==> src/rtl/fu_alu_arbiter.sv <==
// rtl/fu_alu_arbiter.sv - round-robin arbiter sharing one fu_alu between two requesters
module fu_alu_arbiter #(
  parameter int WORD_W = 32,
  parameter int TAG_W  = 5,
  parameter int CNT_W  = 16
) (
  input  logic              CLK,
  input  logic              nRST,
  input  logic              req0_valid,
  output logic              req0_ready,
  input  logic [WORD_W-1:0] req0_port_a,
  input  logic [WORD_W-1:0] req0_port_b,
  input  logic [3:0]        req0_aluop,
  input  logic [TAG_W-1:0]  req0_rd,
  input  logic              req1_valid,
  output logic              req1_ready,
  input  logic [WORD_W-1:0] req1_port_a,
  input  logic [WORD_W-1:0] req1_port_b,
  input  logic [3:0]        req1_aluop,
  input  logic [TAG_W-1:0]  req1_rd,
  output logic [WORD_W-1:0] alu_port_a,
  output logic [WORD_W-1:0] alu_port_b,
  output logic [3:0]        alu_aluop,
  input  logic [WORD_W-1:0] alu_out,
  output logic              wb_valid,
  input  logic              wb_ready,
  output logic [WORD_W-1:0] wb_result,
  output logic [TAG_W-1:0]  wb_rd,
  output logic              wb_src,
  output logic              wb_illegal,
  output logic [CNT_W-1:0]  grant_cnt0,
  output logic [CNT_W-1:0]  grant_cnt1
);

  // rr_ptr names the requester that wins when both are valid
  logic rr_ptr;
  logic grant0;
  logic grant1;
  logic can_accept;
  logic acc0;
  logic acc1;
  logic op_illegal;

  // Codes 8, 9 and 12-15 have no ALU function behind them
  function automatic logic is_illegal(input logic [3:0] op);
    case (op)
      4'd8, 4'd9, 4'd12, 4'd13, 4'd14, 4'd15: is_illegal = 1'b1;
      default:                                is_illegal = 1'b0;
    endcase
  endfunction

  // Grant selection, handshake and ALU operand steering
  always_comb begin
    grant0     = 1'b0;
    grant1     = 1'b0;
    alu_port_a = '0;
    alu_port_b = '0;
    alu_aluop  = '0;
    can_accept = !wb_valid || wb_ready;
    if (req0_valid && req1_valid) begin
      grant0 = !rr_ptr;
      grant1 = rr_ptr;
    end else begin
      grant0 = req0_valid;
      grant1 = req1_valid;
    end
    // The ALU is driven even while stalled so the operands are visible early
    if (grant0) begin
      alu_port_a = req0_port_a;
      alu_port_b = req0_port_b;
      alu_aluop  = req0_aluop;
    end else if (grant1) begin
      alu_port_a = req1_port_a;
      alu_port_b = req1_port_b;
      alu_aluop  = req1_aluop;
    end
    req0_ready = grant0 && can_accept;
    req1_ready = grant1 && can_accept;
    acc0       = req0_valid && req0_ready;
    acc1       = req1_valid && req1_ready;
    op_illegal = is_illegal(alu_aluop);
  end

  // Writeback register: refill on accept, otherwise drain on consumer ready
  always_ff @(posedge CLK or negedge nRST) begin
    if (!nRST) begin
      wb_valid   <= 1'b0;
      wb_result  <= '0;
      wb_rd      <= '0;
      wb_src     <= 1'b0;
      wb_illegal <= 1'b0;
      rr_ptr     <= 1'b0;
    end else if (acc0 || acc1) begin
      wb_valid   <= 1'b1;
      wb_result  <= alu_out;
      wb_rd      <= acc1 ? req1_rd : req0_rd;
      wb_src     <= acc1;
      wb_illegal <= op_illegal;
      rr_ptr     <= acc0;
    end else if (wb_valid && wb_ready) begin
      wb_valid <= 1'b0;
    end
  end

  // Saturating per-requester accept counters for performance monitoring
  always_ff @(posedge CLK or negedge nRST) begin
    if (!nRST) begin
      grant_cnt0 <= '0;
      grant_cnt1 <= '0;
    end else begin
      if (acc0 && (grant_cnt0 != {CNT_W{1'b1}})) grant_cnt0 <= grant_cnt0 + CNT_W'(1);
      if (acc1 && (grant_cnt1 != {CNT_W{1'b1}})) grant_cnt1 <= grant_cnt1 + CNT_W'(1);
    end
  end

endmodule

==> config.mk <==
export PLATFORM = sky130hd
export DESIGN_NAME = fu_alu_arbiter
export DESIGN_NICKNAME = d
export VERILOG_FILES = /design/src/rtl/fu_alu_arbiter.sv
export SDC_FILE = /design/constraint.sdc
export NUM_CORES = 1
export LEC_CHECK = 0
export CORE_AREA = 4 4 125 127
export DETAILED_ROUTE_END_ITERATION = 8
export DIE_AREA = 0 0 129 131
export GPL_ROUTABILITY_DRIVEN = 1
export GPL_TIMING_DRIVEN = 0
export PLACE_DENSITY = 0.78
export REMOVE_ABC_BUFFERS = 1
export SETUP_SLACK_MARGIN = 0.5
export SYNTH_ARGS = -nofsm -noshare
export SYNTH_HDL_FRONTEND = slang
export SYNTH_SLANG_ARGS = --single-unit
==> constraint.sdc <==
create_clock -name CLK -period 2.4 [get_ports CLK]
set_input_delay 0.48 -clock CLK [delete_from_list [all_inputs] [get_ports CLK]]
set_output_delay 0.48 -clock CLK [all_outputs]
set_load 0.05 [all_outputs]
# After elaboration in Yosys (flattened, before gate mapping)
# Index checks and enable logic that the tools add are counted.
# classes
add_sub_neg,2
eq_ne,8
n_mux,12
reduce_logical,14
# ops
op,n
32-bit 2-to-1 mux,4
16-bit by 1-bit adder with 16-bit output (second input constant),2
16-bit != test (second input constant),2
4-bit == test (second input constant),6
1-bit logical AND,8
4-bit 2-to-1 mux,2
6-bit OR reduction,1
1-bit 2-to-1 mux,5
5-bit 2-to-1 mux,1
1-bit logical NOT,2
1-bit logical OR,2
2-bit nonzero test,1
# totals
register_bits,73
in_bits,183

# Logic depth before layout (Yosys ltp)
# depth
word_depth,7
ltp_mapped,6

# Worst setup path after synthesis
# No wires, ideal clock.
# synth_path
path_kind,input-to-output
from,in req1_valid
to,out alu_aluop[0]
arrival_time_ns,1.864
t_required_ns,1.920
slack_ns,0.056
cell_stages,5
path_buffers,3
cell_sequence,buf_2 a21boi_4 clkbuf_1 clkbuf_1 a22o_1
# synth_between
elab_chain_cells,4
elab_cells_between_ends,5
cone_classes,mux (4); reduce/logical (1)
# synth_rtl
element,line_no,source
from (decl),15,"input logic req1_valid,"
1-bit logical AND,60,if (req0_valid && req1_valid) begin
1-bit 2-to-1 mux,60,
4-bit 2-to-1 mux,72,end else if (grant1) begin
4-bit 2-to-1 mux *,68,if (grant0) begin
to (decl),23,"output logic [3:0] alu_aluop,"
# Every way passes the cells marked *; elsewhere a longest branch is shown, timed or not.

# Worst setup path after layout
# layout_path
from,reg rr_ptr
to,out alu_port_b[9]
# layout_between
elab_chain_cells,3
elab_cells_between_ends,5
cone_classes,mux (4); reduce/logical (1)
# layout_rtl
element,line_no,source
from (decl),36,logic rr_ptr;
from (signal assigned),92,rr_ptr <= 1'b0;
from (signal assigned),99,rr_ptr <= acc0;
1-bit 2-to-1 mux / 1-bit logical NOT (equally long branches),"60, 61",
32-bit 2-to-1 mux / 1-bit 2-to-1 mux (equally long branches),"72, 60",
32-bit 2-to-1 mux *,68,
to (decl),22,"output logic [WORD_W-1:0] alu_port_b,"
# Marks and branches as above.

==> flow_metrics.env <==
export IMPL_drive_gt1_frac=0.301
export IMPL_grt_pass1_vias=4753
export IMPL_slowest_stage="dfrtp_2"
export IMPL_io_pins=325
export IMPL_remaining_drc_errors=0
export IMPL_core_um2=14400
export IMPL_die_h_um=131
export IMPL_hpwl_mm=14.3
export IMPL_root_buffer="clkbuf_16"
export IMPL_crit_arrival_ns=1.75
export IMPL_gp_congestion=0.879
export IMPL_fmax_mhz=448
export IMPL_nFillCells=1134
export IMPL_fin_area_um2=8730
export IMPL_rows=44
export IMPL_synth_compound_area_frac=0.222
export IMPL_fp_dieW_um=129
export IMPL_ys_types=48
export IMPL_wirelength_mm=20.1
export IMPL_io_buffers=324
export IMPL_synthFlopType="dfrtp_1"
export IMPL_wire_per_inst_um=21.8
export IMPL_yosys_area_share_xor_xnor=0.0399
export IMPL_yosysWarningCount=0
export IMPL_cp_required_ns=1.92
export IMPL_fin_cells=922
export IMPL_antenna_found_initial=4
export IMPL_worstRegToRegCells=8
export IMPL_worst_path_buf_inv=2
export IMPL_path_delay_family="flip-flops"
export IMPL_cts_sinks=73
export IMPL_synth_mux_area_frac=0.114
export IMPL_power_density_nw_per_um2=755
export IMPL_power_total_mw=6.59
export IMPL_ys_seq_area_frac=0.462
export IMPL_end_kind="output pin"
export IMPL_synth_seq_cells=73
export IMPL_r2r_start="rr_ptr"
export IMPL_cts_max_level=3
export IMPL_start_util=0.274
export IMPL_fin_crit_sh=0.930
export IMPL_nNetsFinal=914
export IMPL_die_area_um2=16900
export IMPL_multiInputGateArea_um2=2190
export IMPL_drt_iter0_drc=188
export IMPL_crit_type="reg2out"
export IMPL_synth_avg_cell_area_um2=11.2
export IMPL_setup_slack_ns=0.169
export IMPL_cts_buffer_depth=2
export IMPL_r2r_slack_ns=0.57
export IMPL_synthCells=353
export IMPL_setup_viol=0
export IMPL_slowest_delay_ns=0.43
export IMPL_critPathLaunchType="flip-flop"
export IMPL_grt_max_degree=74
export IMPL_cp_cell_sequence="nand2b_4 -> and2_4 -> clkbuf_16 -> a22o_1 -> buf_6"
export IMPL_slew_viol_final=0
export IMPL_yosys_area_share_simple=0.123
export IMPL_finalCriticalPeriod_ns=2.23
export IMPL_ys_async_sr_fraction=1.00
export IMPL_synth_top_family_by_area="compound AO/OA/AOI/OAI gates"
export IMPL_dpl_instance_area_um2=7400
export IMPL_grt_use_total=0.208
export IMPL_first_pass_iters=5
export IMPL_relSlewSlack=0.382
export IMPL_cts_tree="built"
export IMPL_antenna_left=0
export IMPL_synth_edf_count=0
export IMPL_r2r_end="grant_cnt0[1]"
export IMPL_numCtsBuffers=9
export IMPL_ctsHoldBuffers=0
export IMPL_fin_skew_ns=0.00506
export IMPL_area_delta_synth_final_pct=121
export IMPL_maxCapViolCount=0
export IMPL_hold_violations=0
export IMPL_crit_fanout=7
export IMPL_tightest_slew_ns=0.926
export IMPL_clk_latency_ns=0.32
export IMPL_grt_pass1_wl_mm=26.7
export IMPL_status="complete, no violations"
export IMPL_rsz0062_at_grt="yes"
export IMPL_hold_path_class="in2async"
export IMPL_ir_drop_mv=0.620
export IMPL_clkTransAtPathRegs_ns=0.06
export IMPL_p_leak_nw=4.14
export IMPL_vias_per_cell=5.05
export IMPL_vias=4658
export IMPL_grt_overflow_total=0
export IMPL_ff_latch_area_um2=1830
export IMPL_dp_cells=842
export IMPL_place_worst_setup_slack_ns=-1.79
export IMPL_synth_adder_area_share=0.00634
export IMPL_syn_cell_area_um2=3950
==> sequential cells by signal, indices dropped and copies added (netlist names) <==
| name | flops |
|---|---|
| wb_rd | 5 |
| wb_valid | 1 |
| rr_ptr | 1 |
| grant_cnt1 | 16 |
| grant_cnt0 | 16 |
| wb_illegal | 1 |
| wb_result | 32 |
| wb_src | 1 |
==> where the power goes <==
| part | switching (mW) | total, mW | internal, mW |
|---|---|---|---|
| logic | 2.15 | 3.56 | 1.40 |
| registers | 0.246 | 1.72 | 1.47 |
| clock network | 0.485 | 1.32 | 0.831 |
==> metal layers <==
layer / global-route usage / routed length (um) / vias up
met5: 0 / 0 / -
met4: 0.0828 / 565 / 0
met3: 0.0703 / 1770 / 33
met2: 0.365 / 10600 / 225
met1: 0.232 / 7210 / 2273
li1: - / - / 2127
==> cell usage after synthesis (3+ instances only) <==
| cell type | n | area, um2 |
|---|---|---|
| and4_1 | 3 | 26.3 |
| o21ai_0 | 3 | 15.0 |
| xor2_1 | 13 | 114 |
| a21oi_2 | 3 | 26.3 |
| nor4_2 | 3 | 37.5 |
| a31oi_1 | 9 | 56.3 |
| nand2b_1 | 3 | 18.8 |
| mux2_1 | 4 | 45.0 |
| nor3_1 | 5 | 25.0 |
| nand4_1 | 7 | 43.8 |
| nor2_1 | 7 | 26.3 |
| buf_2 | 12 | 60.1 |
| a211oi_1 | 7 | 52.6 |
| nand3_1 | 15 | 75.1 |
| xnor2_1 | 5 | 43.8 |
| a22o_1 | 66 | 578 |
| mux2_2 | 36 | 405 |
| nand2_1 | 26 | 97.6 |
| dfrtp_1 | 73 | 1830 |
| clkbuf_1 | 10 | 37.5 |
| inv_1 | 7 | 26.3 |
==> logic make-up (layout without fill, tap and decap cells) <==
kind of cell | Yosys count | in the layout
multiplexers | 40 | 40
XOR/XNOR | 18 | 18
other | 0 | 4
AND/OR/NAND/NOR | 85 | 89
adder cells (fa/ha/maj) | 2 | 2
AO/OA/AOI/OAI | 105 | 106
buffers and inverters | 30 | 406
flip-flops | 73 | 73
==> layout by cell type (no fill, tap or decap), types with 4 or more instances in the layout <==
cell / count
buf_8: 8
a211oi_1: 7
nand4_1: 7
nand3_1: 13
mux2_1: 4
buf_6: 76
nor4_2: 4
dfrtp_1: 72
and2_4: 4
a22o_4: 5
nand2_1: 25
diode_2: 4
inv_1: 6
buf_12: 8
mux2_2: 36
a22o_1: 61
xnor2_1: 5
clkdlybuf4s50_1: 178
dlymetal6s2s_1: 33
dlygate4sd2_1: 39
buf_4: 29
clkbuf_16: 15
nor2_1: 6
a31oi_1: 9
xor2_1: 13
==> layout make-up <==
| type | instances | share of cell area |
|---|---|---|
| antenna | 4 | 0.00115 |
| clock buffer | 13 | 0.0287 |
| timing repair buffer | 382 | 0.474 |
| sequential | 73 | 0.209 |
| tap | 184 | 0.0264 |
| multi-input combinational | 255 | 0.251 |
| inverter | 8 | 0.00487 |
| clock inverter | 3 | 0.00459 |
==> stage by stage <==
step                      TNS, ns   util  hold slack [ns]
final                           0  0.605            0.284
after global routing            0  0.605            0.365
after CTS                       0  0.555            0.327
after detailed placement   -98.48  0.513            0.467
after global placement    -347.08  0.508            0.463
after floorplan            -44.98      -            0.184
==> what timing repair did <==
action,4_1_cts,5_1_grt
resized for setup,547,90
endpoints found under the setup margin,200,112
buffers inserted,20,24
pin swaps,7,61
gates cloned,5,11
==> worst max-delay path by stage <==
stage                           from              to  cells past startpoint
final                         rr_ptr   alu_port_b[9]                      5
after global routing          rr_ptr  alu_port_b[30]                      5
after CTS                     rr_ptr  alu_port_b[30]                      5
after detailed placement  req1_valid      req0_ready                      5
after global placement    req1_valid      req0_ready                      5
after floorplan           req0_valid    alu_aluop[3]                      3
No activity file was read; power rests on OpenSTA's default activity.
